--- config.mk ---
export PLATFORM = sky130hd
export DESIGN_NAME = decode_unit
export DESIGN_NICKNAME = d
export VERILOG_FILES = /design/src/rtl/decode_unit.sv
export SDC_FILE = /design/constraint.sdc
export NUM_CORES = 1
export LEC_CHECK = 0
export ABC_AREA = 1
export CAP_MARGIN = 40
export CORE_ASPECT_RATIO = 1.75
export CORE_MARGIN = 2
export CORE_UTILIZATION = 35
export CTS_CLUSTER_DIAMETER = 50
export DETAILED_ROUTE_END_ITERATION = 12
export PLACE_DENSITY = 0.7
export SLEW_MARGIN = 20
export SYNTH_ARGS = -nofsm -noshare
export SYNTH_HDL_FRONTEND = slang
export SYNTH_SLANG_ARGS = --single-unit
--- constraint.sdc ---
create_clock -name i_clk -period 1.35 [get_ports i_clk]
set_input_delay 0.135 -clock i_clk [delete_from_list [all_inputs] [get_ports i_clk]]
set_output_delay 0.135 -clock i_clk [all_outputs]
set_load 0.01 [all_outputs]
--- src/rtl/decode_unit.sv ---
// RV32I decode pipeline register: one instruction per valid/ready handshake, 1-cycle latency.
// o_ready falls while a held bundle is stalled by i_ready or while i_flush discards the stage.
module decode_unit (
   input  logic        i_clk,
   input  logic        i_rst_n,
   input  logic        i_valid,
   output logic        o_ready,
   input  logic [31:0] i_instr,
   input  logic [31:0] i_pc,
   input  logic        i_flush,
   output logic        o_valid,
   input  logic        i_ready,
   output logic [31:0] o_pc,
   output logic [4:0]  o_rs1,
   output logic [4:0]  o_rs2,
   output logic [4:0]  o_rd,
   output logic [31:0] o_imm,
   output logic [2:0]  o_alu_op,
   output logic        o_alu_sub,
   output logic        o_alu_arith_shift,
   output logic [2:0]  o_branch_op,
   output logic        o_use_imm,
   output logic        o_use_pc,
   output logic        o_reg_write,
   output logic        o_is_branch,
   output logic        o_is_jal,
   output logic        o_is_jalr,
   output logic        o_is_load,
   output logic        o_is_store,
   output logic [2:0]  o_mem_funct3,
   output logic        o_illegal
);

   typedef struct packed {
      logic [31:0] pc;
      logic [31:0] imm;
      logic [4:0]  rs1;
      logic [4:0]  rs2;
      logic [4:0]  rd;
      logic [2:0]  alu_op;
      logic        alu_sub;
      logic        alu_arith;
      logic [2:0]  branch_op;
      logic        use_imm;
      logic        use_pc;
      logic        reg_write;
      logic        is_branch;
      logic        is_jal;
      logic        is_jalr;
      logic        is_load;
      logic        is_store;
      logic [2:0]  mem_funct3;
      logic        illegal;
   } bundle_t;

   localparam logic [6:0] OPC_OP     = 7'b0110011;
   localparam logic [6:0] OPC_OP_IMM = 7'b0010011;
   localparam logic [6:0] OPC_LUI    = 7'b0110111;
   localparam logic [6:0] OPC_AUIPC  = 7'b0010111;
   localparam logic [6:0] OPC_JAL    = 7'b1101111;
   localparam logic [6:0] OPC_JALR   = 7'b1100111;
   localparam logic [6:0] OPC_BRANCH = 7'b1100011;
   localparam logic [6:0] OPC_LOAD   = 7'b0000011;
   localparam logic [6:0] OPC_STORE  = 7'b0100011;

   localparam logic [6:0] F7_ZERO = 7'b0000000;
   localparam logic [6:0] F7_ALT  = 7'b0100000;

   logic [6:0]  opcode;
   logic [2:0]  funct3;
   logic [6:0]  funct7;
   logic [31:0] imm_i, imm_s, imm_b, imm_u, imm_j;
   logic        accept;
   bundle_t     dec;
   bundle_t     bundle_d, bundle_q;
   logic        valid_d, valid_q;

   assign opcode = i_instr[6:0];
   assign funct3 = i_instr[14:12];
   assign funct7 = i_instr[31:25];

   assign imm_i = {{20{i_instr[31]}}, i_instr[31:20]};
   assign imm_s = {{20{i_instr[31]}}, i_instr[31:25], i_instr[11:7]};
   assign imm_b = {{19{i_instr[31]}}, i_instr[31], i_instr[7], i_instr[30:25], i_instr[11:8], 1'b0};
   assign imm_u = {i_instr[31:12], 12'h000};
   assign imm_j = {{11{i_instr[31]}}, i_instr[31], i_instr[19:12], i_instr[20], i_instr[30:21], 1'b0};

   always_comb begin
      dec            = '0;
      dec.pc         = i_pc;
      dec.rs1        = i_instr[19:15];
      dec.rs2        = i_instr[24:20];
      dec.rd         = i_instr[11:7];
      dec.mem_funct3 = funct3;
      dec.branch_op  = 3'b010;
      unique case (opcode)
         OPC_OP: begin
            dec.alu_op    = funct3;
            dec.reg_write = 1'b1;
            if (funct7 == F7_ALT) begin
               dec.alu_sub   = (funct3 == 3'b000);
               dec.alu_arith = (funct3 == 3'b101);
               dec.illegal   = (funct3 != 3'b000) && (funct3 != 3'b101);
            end else begin
               dec.illegal = (funct7 != F7_ZERO);
            end
         end
         OPC_OP_IMM: begin
            dec.imm       = imm_i;
            dec.use_imm   = 1'b1;
            dec.alu_op    = funct3;
            dec.reg_write = 1'b1;
            // Only the shift encodings constrain the upper immediate bits.
            if (funct3 == 3'b001) begin
               dec.illegal = (funct7 != F7_ZERO);
            end else if (funct3 == 3'b101) begin
               dec.alu_arith = i_instr[30];
               dec.illegal   = (funct7 != F7_ZERO) && (funct7 != F7_ALT);
            end
         end
         OPC_LUI: begin
            dec.imm       = imm_u;
            dec.rs1       = 5'd0;
            dec.use_imm   = 1'b1;
            dec.reg_write = 1'b1;
         end
         OPC_AUIPC: begin
            dec.imm       = imm_u;
            dec.use_pc    = 1'b1;
            dec.use_imm   = 1'b1;
            dec.reg_write = 1'b1;
         end
         OPC_JAL: begin
            dec.imm       = imm_j;
            dec.is_jal    = 1'b1;
            dec.reg_write = 1'b1;
         end
         OPC_JALR: begin
            dec.imm       = imm_i;
            dec.is_jalr   = 1'b1;
            dec.reg_write = 1'b1;
            dec.illegal   = (funct3 != 3'b000);
         end
         OPC_BRANCH: begin
            dec.imm       = imm_b;
            dec.is_branch = 1'b1;
            dec.branch_op = funct3;
            dec.illegal   = (funct3 == 3'b010) || (funct3 == 3'b011);
         end
         OPC_LOAD: begin
            dec.imm       = imm_i;
            dec.use_imm   = 1'b1;
            dec.is_load   = 1'b1;
            dec.reg_write = 1'b1;
            dec.illegal   = (funct3 == 3'b011) || (funct3 == 3'b110) || (funct3 == 3'b111);
         end
         OPC_STORE: begin
            dec.imm      = imm_s;
            dec.use_imm  = 1'b1;
            dec.is_store = 1'b1;
            dec.illegal  = (funct3 > 3'b010);
         end
         default: begin
            dec.illegal = 1'b1;
         end
      endcase
      // An illegal encoding must never produce an architectural side effect downstream.
      if (dec.illegal) begin
         dec.reg_write = 1'b0;
         dec.is_load   = 1'b0;
         dec.is_store  = 1'b0;
         dec.is_branch = 1'b0;
         dec.is_jal    = 1'b0;
         dec.is_jalr   = 1'b0;
      end
      if (dec.rd == 5'd0) begin
         dec.reg_write = 1'b0;
      end
   end

   assign o_ready = (!valid_q || i_ready) && !i_flush;
   assign accept  = i_valid && o_ready;

   always_comb begin
      valid_d  = valid_q;
      bundle_d = bundle_q;
      if (accept) begin
         valid_d  = 1'b1;
         bundle_d = dec;
      end else if (i_flush || (valid_q && i_ready)) begin
         valid_d = 1'b0;
      end
   end

   always_ff @(posedge i_clk) begin
      if (!i_rst_n) begin
         valid_q  <= 1'b0;
         bundle_q <= '0;
      end else begin
         valid_q  <= valid_d;
         bundle_q <= bundle_d;
      end
   end

   assign o_valid           = valid_q;
   assign o_pc              = bundle_q.pc;
   assign o_rs1             = bundle_q.rs1;
   assign o_rs2             = bundle_q.rs2;
   assign o_rd              = bundle_q.rd;
   assign o_imm             = bundle_q.imm;
   assign o_alu_op          = bundle_q.alu_op;
   assign o_alu_sub         = bundle_q.alu_sub;
   assign o_alu_arith_shift = bundle_q.alu_arith;
   assign o_branch_op       = bundle_q.branch_op;
   assign o_use_imm         = bundle_q.use_imm;
   assign o_use_pc          = bundle_q.use_pc;
   assign o_reg_write       = bundle_q.reg_write;
   assign o_is_branch       = bundle_q.is_branch;
   assign o_is_jal          = bundle_q.is_jal;
   assign o_is_jalr         = bundle_q.is_jalr;
   assign o_is_load         = bundle_q.is_load;
   assign o_is_store        = bundle_q.is_store;
   assign o_mem_funct3      = bundle_q.mem_funct3;
   assign o_illegal         = bundle_q.illegal;

endmodule
Yosys cells after proc, flatten, opt, wreduce, memory -nomap -nowiden
Cells that the tools add are included.

cells by class
  $lt $le $gt $ge = 1
  reductions and logical operators = 23
  equality and inequality tests = 18
  multiplexer cells = 25

operator list
  operator                                                                count
  32-bit one-hot mux with 5 select lines                                  1
  7-bit by 6-bit equality test with 1-bit output (second input constant)  4
  7-bit equality test (second input constant)                             3
  1-bit two-way mux                                                       17
  7-bit by 5-bit equality test with 1-bit output (second input constant)  2
  3-bit equality test (second input constant)                             3
  7-bit by 2-bit equality test with 1-bit output (second input constant)  1
  7-bit by 6-bit != test with 1-bit output (second input constant)        1
  1-bit one-hot mux with 7 select lines                                   1
  7-bit nonzero test                                                      1
  7-bit OR reduction                                                      1
  3-bit by 2-bit equality test with 1-bit output (second input constant)  2
  3-bit two-way mux                                                       2
  6-bit two-way mux                                                       1
  3-bit OR reduction                                                      2
  1-bit logical AND                                                       5
  5-bit logical NOT                                                       1
  1-bit logical OR                                                        5
  5-bit two-way mux                                                       1
  5-bit OR reduction                                                      1
  2-bit OR reduction                                                      2
  3-bit by 1-bit equality test with 1-bit output (second input constant)  1
  3-bit by 2-bit > comparator with 1-bit output (second input constant)   1
  3-bit logical NOT                                                       1
  6 further kinds                                                         7

storage, ports and cells
  output and inout port bits = 101
  flip-flop bits (word level) = 100
  logic and storage cells = 87
  input port bits = 69

Depth between registers and ports, before layout
Gate-level depths: netlist (run 1).

  depth after elaboration = 7
  mapped depth = 12
  mapped depth without buffers = 12

Worst setup path after synthesis (run 1)
OpenSTA, ideal clock, no wires.

  path type = register -> register
  from = register valid_q (netlist: o_valid)
  to = register bundle_q (netlist bit o_imm[31])
  library setup time = 0.067 ns
  arrival = 1.400 ns
  clock period less this slack = 1.467 ns
  path buffers = 2
  required time = 1.283 ns
  stages on the path, launching flop included = 10
  path slack = -0.117 ns
  cell sequence = dfxtp_1 > inv_1 > nor2_1 > nor2_1 > nand2_1 > inv_2 > buf_2 > buf_2 > nand2_1 > a21oi_2

on the way
  word-level cells in the longest chain between the ends = 4

ends and longest elaborated chain
  item                    line  source
  from (decl)             76    logic valid_d, valid_q;
  from (signal assigned)  200   valid_q <= valid_d;
  1-bit logical NOT       181   assign o_ready = (!valid_q || i_ready) && !i_flush;
  1-bit logical OR        181
  1-bit logical AND       181
  named net o_ready       7     output logic o_ready,
  1-bit logical AND       182   assign accept = i_valid && o_ready;
  to (signal assigned)    201   bundle_q <= bundle_d;
  to (decl)               75    bundle_t bundle_d, bundle_q;

The timed path passes the listed nets, and every way through them passes these cells.
A chain may end at the register's enable or synchronous reset.

Final worst setup path (run 1)
  from = register valid_q (netlist: o_valid)
  to = register bundle_q (netlist bit o_reg_write)

on the way
  word-level cells in the longest chain between the ends = 4

ends and longest elaborated chain
  item               line
  1-bit logical NOT  181
  1-bit logical OR   181
  1-bit logical AND  181
  1-bit logical AND  182

No other way between the ends.

==> impl_metrics.json, run 1 <==
{
  "status": "finished, violations left",
  "failed_checks": "setup timing",
  "cts_max_level": 3,
  "fin_crit_sh": 1.02,
  "timing.final.hold_violations": 0,
  "layout_setup_ws_ns": -0.0208,
  "cap_violations": 0,
  "synth_cell_type_count": 29,
  "layout-drive-gt1-share": 0.227,
  "start_util": 0.356,
  "die_h_um": 150,
  "pre_cts_slack_ns": -0.481,
  "min_period_ns": 1.37,
  "io_pins": 170,
  "finalPower_mw": 6.78,
  "synthTopCellsByArea": "dfxtp_1, nand2_1, a21oi_1",
  "synth_fp_nets": 646,
  "grt_usage": 0.239,
  "placed_area_um2": 6640,
  "firstDrtPassIters": 5,
  "worstSetupStartpointType": "flop",
  "die-area_um2": 13100,
  "drtIter0Drc": 277,
  "yosys_register_bits": 100,
  "nets": 878,
  "wire_per_inst_um": 16.5,
  "yosysTopAreaCellShare": 0.471,
  "grt_pass1_wl_um": 23800,
  "vdd_drop_max_mv": 0.779,
  "drc": 0,
  "core-area_um2": 11900,
  "finish.instance_area_um2": 7180,
  "wl_um": 15700,
  "n_antenna_cell": 0,
  "crit_type": "flop to flop",
  "arrival_ns": 1.64,
  "power.leakage_nw": 3.40,
  "rsz0062_at_grt": "yes",
  "ant_nets": 0,
  "post-dp-hpwl_um": 11700,
  "seq_area_frac_synth": 0.471,
  "insertion_delay_ns": 0.35,
  "num_vias": 4850,
  "synth.avg_cell_area_um2": 7.37,
  "max-slew-margin-rel": 0.785,
  "clock_sinks": 100,
  "overflow": 0,
  "slew_viol_final": 0,
  "synth_area_um2": 4250,
  "met1_usage": 0.232,
  "cp.required_ns": 1.62,
  "clk_path_buf_depth": 2,
  "antenna_found_initial": 0,
  "cts.clk_slew.worst_paths_ns": 0.07,
  "hp-start": "i_instr[26]",
  "tightest_slew_ns": 0.322,
  "crit_path_end_kind": "flop",
  "gp_congestion": 0.949,
  "finalSetupViolations": 10,
  "grt_max_degree": 34,
  "area_growth_pct": 68.8,
  "placementRows": 53,
  "power.density_nw_per_um2": 944,
  "r2r-start": "o_valid",
  "grt_pass1_vias": 4755,
  "avgViaCountPerCell": 5.10,
  "cp_max_fo": 8,
  "clock.fmax_mhz": 729,
  "synthesis.instances": 577,
  "cts_tree": "done",
  "port_buffers": 169,
  "startpoint": "o_valid",
  "cts_hold_buf": 0,
  "hold_class": "input pin to flop",
  "cts_buffers": 9,
  "fin_hold_ws_ns": 0.118,
  "die_w_um": 87.3,
  "globalRouteMet3Util": 0.0518,
  "grtUsageMet2": 0.450,
  "cts_root_buf": "clkbuf_16",
  "top_usage_layer": "met2",
  "fin_skew_ns": 0.00975,
  "yosys_warnings": 0,
  "yosys.area.top_type": "dfxtp_1"
}
cells in the mapped netlist (all sizes together):
cell,n
o21ai,23
a21boi,1
o221a,1
dfxtp,100
nand3,20
nand4,18
buf,17
nor2,40
o221ai,1
nor3,8
a22oi,3
inv,34
a2bb2oi,1
clkbuf,16
nand3b,1
nand2,195
a21oi,97
o22ai,1
cell type report:
type                       instances  area [µm²]
fill                            1108        4760
timing repair buffer             253        2400
multi-input combinational        411        2170
sequential                       100        2000
clock buffer                      11         243
tap                              137         171
inverter                          34         133
clock inverter                     5        60.1
worst max-delay path, stage by stage, from the launching register on:
cell     delay (ns)
dfxtp_2        0.32
inv_2          0.06
nor2_4         0.04
nor2_4         0.13
nand2_4        0.10
inv_6          0.10
buf_12         0.14
nand2_1        0.06
nor2_1         0.09
nand4_1        0.08
a21oi_1        0.16
placed cells by master, fill, tap and decap left out, types with 3 or more instances in the layout:
master / count
a21oi_2: 16
buf_12: 11
nand3_1: 13
inv_1: 18
nand3_2: 5
clkdlybuf4s50_1: 59
inv_2: 15
nand2_2: 10
dlygate4sd2_1: 106
o21ai_2: 3
nand2_1: 175
nor2_4: 6
nand2_4: 9
nand4_1: 18
clkbuf_16: 9
a21oi_1: 81
nor2_1: 26
nor2_2: 7
buf_4: 68
o21ai_1: 10
dlymetal6s2s_1: 3
nor3_1: 6
dfxtp_1: 98
o21ai_0: 10
buf_8: 3
final timing paths:
| kind | endpoint | cells past startpoint | slack, ns |
|---|---|---|---|
| worst max-delay path | o_reg_write | 10 | -0.02 |
| worst min-delay path | o_imm[6] | 3 | 0.12 |
| worst min register to register | o_imm[1] | 2 | 0.46 |
| worst max register to register | o_reg_write | 10 | -0.02 |
state kept, by name, indices dropped and copies added, names as in the netlist, 3 cells and up:
register      cells
o_mem_funct3      3
o_pc             32
o_rs1             5
o_imm            32
o_rd              5
o_branch_op       3
o_alu_op          3
o_rs2             5
kinds of logic after synthesis:
kind of cell    synth area share
flops                      0.471
buf+inv                   0.0662
compound gates             0.163
simple gates               0.300
routing by layer:
layer / routed length (µm) / vias to the layer above
li1: - / 2359
met4: 778 / 0
met1: 5460 / 2263
met2: 8710 / 187
met5: 0 / -
met3: 717 / 41
report_power, final:
group / switching (mW) / leakage [nW] / internal [mW]
Sequential: 0.0458 / 0.813 / 3.04
Combinational: 0.537 / 2.44 / 0.538
Clock: 1.13 / 0.146 / 1.49
per-stage QoR:
stage,utilization,cells,setup TNS (ns)
2_1_floorplan,-,577,-0.00140
3_3_place_gp,0.556,924,-28.15
3_5_place_dp,0.556,924,-31.32
4_1_cts,0.594,951,-0.0938
5_1_grt,0.602,951,-3.28
6_report,0.602,951,-0.0950
repair_timing:
action | in CTS | in global routing
cloned | 4 | 0
setup endpoints to repair | 189 | 84
pin swaps | 10 | 13
resized for setup | 145 | 45
setup buffers | 7 | 2
(Power assumes the default switching activity.)
==> run 2, diff against run 1 <==
--- a/config.mk
+++ b/config.mk
@@ -6,13 +6,13 @@
 export NUM_CORES = 1
 export LEC_CHECK = 0
 export ABC_AREA = 1
-export CAP_MARGIN = 40
+export CAP_MARGIN = 5
 export CORE_ASPECT_RATIO = 1.75
 export CORE_MARGIN = 2
 export CORE_UTILIZATION = 35
 export CTS_CLUSTER_DIAMETER = 50
 export DETAILED_ROUTE_END_ITERATION = 12
-export PLACE_DENSITY = 0.7
+export PLACE_DENSITY = 0.67
 export SLEW_MARGIN = 20
 export SYNTH_ARGS = -nofsm -noshare
 export SYNTH_HDL_FRONTEND = slang
==> constraint.sdc (replaced) <==
create_clock -name i_clk -period 1.3 [get_ports i_clk]
set_input_delay 0.13 -clock i_clk [delete_from_list [all_inputs] [get_ports i_clk]]
set_output_delay 0.13 -clock i_clk [all_outputs]
set_load 0.01 [all_outputs]
==> impl_metrics.json, run 2 (synthesis gave the netlist of run 1 again) <==
{
  "clk_path_buf_depth": 2,
  "cap_violations": 0,
  "wire_per_inst_um": 16.3,
  "grt_usage": 0.222,
  "worstRegToRegCells": 8,
  "slowest_stage": "dfxtp_2",
  "drtIter0Drc": 171,
  "finalPower_mw": 7.43,
  "regArea_um2": 2000,
  "die_h_um": 150,
  "timing.final.hold_violations": 0,
  "io_pins": 170,
  "ant_nets": 0,
  "multi_input_area_um2": 2610,
  "n_antenna_cell": 0,
  "critPathMostFrequentCell": "nor2_4",
  "firstDrtPassIters": 4,
  "power.leakage_nw": 3.67,
  "crit_path_end_kind": "flop",
  "power.density_nw_per_um2": 961,
  "final_cells": 948,
  "nets": 876,
  "area_growth_pct": 82.0,
  "rsz0062_at_grt": "yes",
  "finalSetupViolations": 25,
  "die-area_um2": 13100,
  "cpPeakStageDelay_ns": 0.33,
  "fillers": 1046,
  "gp_congestion": 0.946,
  "arrival_ns": 1.61,
  "cts_max_level": 3,
  "die_w_um": 87.3,
  "r2r-start": "o_valid",
  "post-dp-hpwl_um": 11300,
  "overflow": 0,
  "tightest_slew_ns": 0.302,
  "startpoint": "o_valid",
  "cp.required_ns": 1.53,
  "worstPathCellList": "inv_2 -> nor2_4 -> nor2_4 -> nand2_8 -> clkinv_8 -> buf_12 -> buf_6 -> o221a_4",
  "layout_setup_ws_ns": -0.0728,
  "fin_crit_sh": 1.06,
  "layout-drive-gt1-share": 0.322,
  "final_common_cell": "nand2_1",
  "fin_skew_ns": 0.00560,
  "cts_hold_buf": 0,
  "status": "finished, violations left",
  "clock_sinks": 100,
  "num_vias": 4755,
  "crit_type": "flop to flop",
  "cp_max_fo": 7,
  "grt_max_degree": 30,
  "r2r_setup_slack_ns": -0.07,
  "insertion_delay_ns": 0.33,
  "failed_checks": "setup timing",
  "cts_root_buf": "clkbuf_16",
  "slew_viol_final": 0,
  "final_cell_mix": "nand2_1, dlygate4sd2_1, dfxtp_1, buf_4, clkdlybuf4s50_1",
  "cp-endpoint": "o_use_imm",
  "antenna_found_initial": 0,
  "reg2reg_to": "o_use_imm",
  "port_buffers": 169,
  "cts.clk_slew.worst_paths_ns": 0.07,
  "start_util": 0.356,
  "avgViaCountPerCell": 5.02,
  "clock.fmax_mhz": 728,
  "placementRows": 53,
  "grt_pass1_wl_um": 22700,
  "grt_pass1_vias": 4725,
  "cts_tree": "done",
  "vdd_drop_max_mv": 0.603,
  "dp.cells": 918,
  "hold_class": "input pin to flop",
  "worstSetupStartpointType": "flop",
  "max-slew-margin-rel": 0.798,
  "tns_ns": -0.340,
  "cts_buffers": 9,
  "drc": 0,
  "wl_um": 15500,
  "core-area_um2": 11900,
  "min_period_ns": 1.37
}
==> run 2: power by group <==
group,internal [mW],switching (mW),total [mW]
Sequential,3.16,0.0478,3.20
Combinational,0.620,0.644,1.26
Clock,1.84,1.13,2.97
Total,5.61,1.82,7.43
==> run 2: layout make-up <==
cell class                      instances  share of cell area
Timing Repair Buffer                  252               0.321
Clock buffer                           12              0.0344
Multi-Input combinational cell        410               0.337
Tap cell                              137              0.0221
Sequential cell                       100               0.259
Clock inverter                          3             0.00889
Inverter                               34              0.0181
==> run 2: timing repair <==
| action | CTS | global route |
|---|---|---|
| pin swaps | 13 | 41 |
| cloned | 2 | 3 |
| setup endpoints to repair | 197 | 100 |
| gates resized for setup | 164 | 161 |
| setup buffers | 5 | 5 |
==> run 2: routing by layer <==
layer,GRT usage,vias up,wire (µm)
met5,0,-,0
met4,0.112,0,577
met1,0.215,2233,5420
met2,0.430,134,8890
li1,-,2350,-
met3,0.0392,38,572
==> run 2: how the worst min path moves through the flow <==
stage / startpoint / to / slack [ns] / cells after the start
after floorplan: i_flush / o_valid / 0.19 / 1
after global placement: o_pc[4] / o_pc[4] / 0.45 / 2
after detailed placement: o_rs2[0] / o_rs2[0] / 0.45 / 2
after CTS: i_pc[21] / o_pc[21] / 0.34 / 3
after global routing: i_instr[27] / o_imm[7] / 0.13 / 3
final: i_instr[27] / o_imm[7] / 0.13 / 3
==> run 2: worst max-delay path, delay by kind of cell (launching register included) <==
kind	cells	cell delay, ns
AO/OA/AOI/OAI	1	0.24
buffers and inverters	4	0.41
flip-flops	1	0.33
AND/OR/NAND/NOR	3	0.27
==> run 2: per-stage QoR <==
step / hold WS [ns] / area, µm² / util / worst slack (ns)
floorplan: 0.195 / 4290 / - / 0.00327
CTS: 0.337 / 7050 / 0.591 / -0.106
finish: 0.135 / 7740 / 0.648 / -0.0728
global placement: 0.451 / 6570 / 0.551 / -0.520
detailed placement: 0.454 / 6570 / 0.551 / -0.552
global route: 0.128 / 7740 / 0.648 / -0.117
==> run 3, diff against run 2 <==
--- a/config.mk
+++ b/config.mk
@@ -7,7 +7,6 @@
 export LEC_CHECK = 0
 export ABC_AREA = 1
 export CAP_MARGIN = 5
-export CORE_ASPECT_RATIO = 1.75
 export CORE_MARGIN = 2
 export CORE_UTILIZATION = 35
 export CTS_CLUSTER_DIAMETER = 50
==> impl_metrics.json, run 3 (synthesis gave the netlist of run 1 again) <==
{
  "status": "finished, violations left",
  "failed_checks": "setup timing",
  "finalSetupViolations": 16,
  "drc": 0,
  "cap_violations": 0,
  "arrival_ns": 1.64,
  "crit_type": "flop to flop",
  "clock.fmax_mhz": 741,
  "cts_tree": "done",
  "num_vias": 4707,
  "die_w_um": 114,
  "final_core_utilization": 0.605,
  "layout_setup_ws_ns": -0.0496,
  "die-area_um2": 13000,
  "pre_cts_slack_ns": -0.510,
  "slew_viol_final": 0,
  "n_antenna_cell": 0,
  "finalPower_mw": 7.13,
  "crit_path_end_kind": "flop",
  "insertion_delay_ns": 0.35,
  "cts_max_level": 3,
  "drtIter0Drc": 332,
  "cp.required_ns": 1.59,
  "port_buffers": 169,
  "nets": 872,
  "worstSetupStartpointType": "flop",
  "clk_path_buf_depth": 2,
  "finish.instance_area_um2": 7200,
  "tightest_slew_ns": 0.349,
  "area_growth_pct": 69.3,
  "cts.clk_slew.worst_paths_ns": 0.08,
  "cp_max_fo": 6,
  "start_util": 0.357,
  "grt_max_degree": 40,
  "final_cell_mix": "nand2_1, dlygate4sd2_1, dfxtp_1, a21oi_1, buf_4",
  "min_period_ns": 1.35,
  "wire_per_inst_um": 15.3,
  "cts_root_buf": "clkbuf_16",
  "ant_nets": 0,
  "fin_skew_ns": 0.00857,
  "max-slew-margin-rel": 0.768,
  "clock_sinks": 100,
  "avgViaCountPerCell": 4.93,
  "grt_usage": 0.219,
  "post-dp-hpwl_um": 10900,
  "final_common_cell": "nand2_1",
  "rsz0062_at_grt": "yes",
  "core-area_um2": 11900,
  "fillers": 1061,
  "layout-drive-gt1-share": 0.239,
  "io_pins": 170,
  "power.density_nw_per_um2": 990,
  "die_h_um": 114,
  "antenna_found_initial": 0,
  "hold_class": "input pin to flop",
  "firstDrtPassIters": 4,
  "grt_pass1_vias": 4576,
  "power.leakage_nw": 3.42,
  "grt_pass1_wl_um": 22600,
  "placementRows": 40,
  "wl_um": 14600,
  "fin_crit_sh": 1.04,
  "timing.final.hold_violations": 0,
  "overflow": 0,
  "vdd_drop_max_mv": 0.868,
  "cts_buffers": 9,
  "gp_congestion": 0.879,
  "fin_hold_ws_ns": 0.110,
  "placed_area_um2": 6600
}
## run 3: cell types whose count changed in the layout (fill, tap and decap cells not counted), sizes merged
cell / delta
inv: +4
clkbuf: -5
clkdlybuf4s15: -1
clkinvlp: +1
buf: -1
bufinv: -1
dlymetal6s2s: -2
clkdlybuf4s50: +2
## run 3: per-layer routing
layer	vias to the layer above	wire length, µm	global-route usage
li1	2343	-	-
met1	2199	6020	0.249
met2	134	7420	0.388
met3	31	708	0.0598
met4	0	442	0.0894
met5	-	0	0
## run 3: power breakdown
group | internal, mW | switching [mW] | total (mW)
clock network | 1.55 | 1.30 | 2.85
logic | 0.539 | 0.546 | 1.08
registers | 3.15 | 0.0470 | 3.20
## run 3: cell type report
type | count | area [µm²] | area share
Tap cell | 147 | 184 | 0.0255
Inverter | 34 | 133 | 0.0184
Clock buffer | 9 | 225 | 0.0313
Clock inverter | 7 | 93.8 | 0.0130
Sequential cell | 100 | 2000 | 0.278
Timing Repair Buffer | 248 | 2330 | 0.323
Multi-Input combinational cell | 410 | 2240 | 0.311
## run 3: worst paths after layout
path                             startpoint     endpoint  slack (ns)  depth (start not counted)
worst max-delay path                o_valid  o_reg_write       -0.05                         10
worst max register to register      o_valid  o_reg_write       -0.05                         10
worst min register to register     o_pc[26]     o_pc[26]        0.46                          2
worst min-delay path            i_instr[26]     o_imm[6]        0.11                          3
## run 3: critical path: stages, from the launching register on
cell and delay, ns:
dfxtp_2 0.33, inv_2 0.06, nor2_4 0.04, nor2_4 0.10, nand2_4 0.10, inv_6 0.10, buf_12 0.13, nand2_2 0.05
nor2_2 0.08, nand4_1 0.13, a21oi_1 0.15
## run 3: what timing repair did
action                     in CTS  in global routing
cloned                          0                  0
setup endpoints to repair     196                 93
pin swaps                      12                 28
hold buffers                    0                  0
gates resized for setup       149                 58
setup buffers                   7                  6
## run 3: stage by stage
step	TNS (ns)	instances
3_3_place_gp	-33.02	927
3_5_place_dp	-36.24	927
4_1_cts	-0.169	950
6_report	-0.288	955
5_1_grt	-4.73	955
2_1_floorplan	0	577
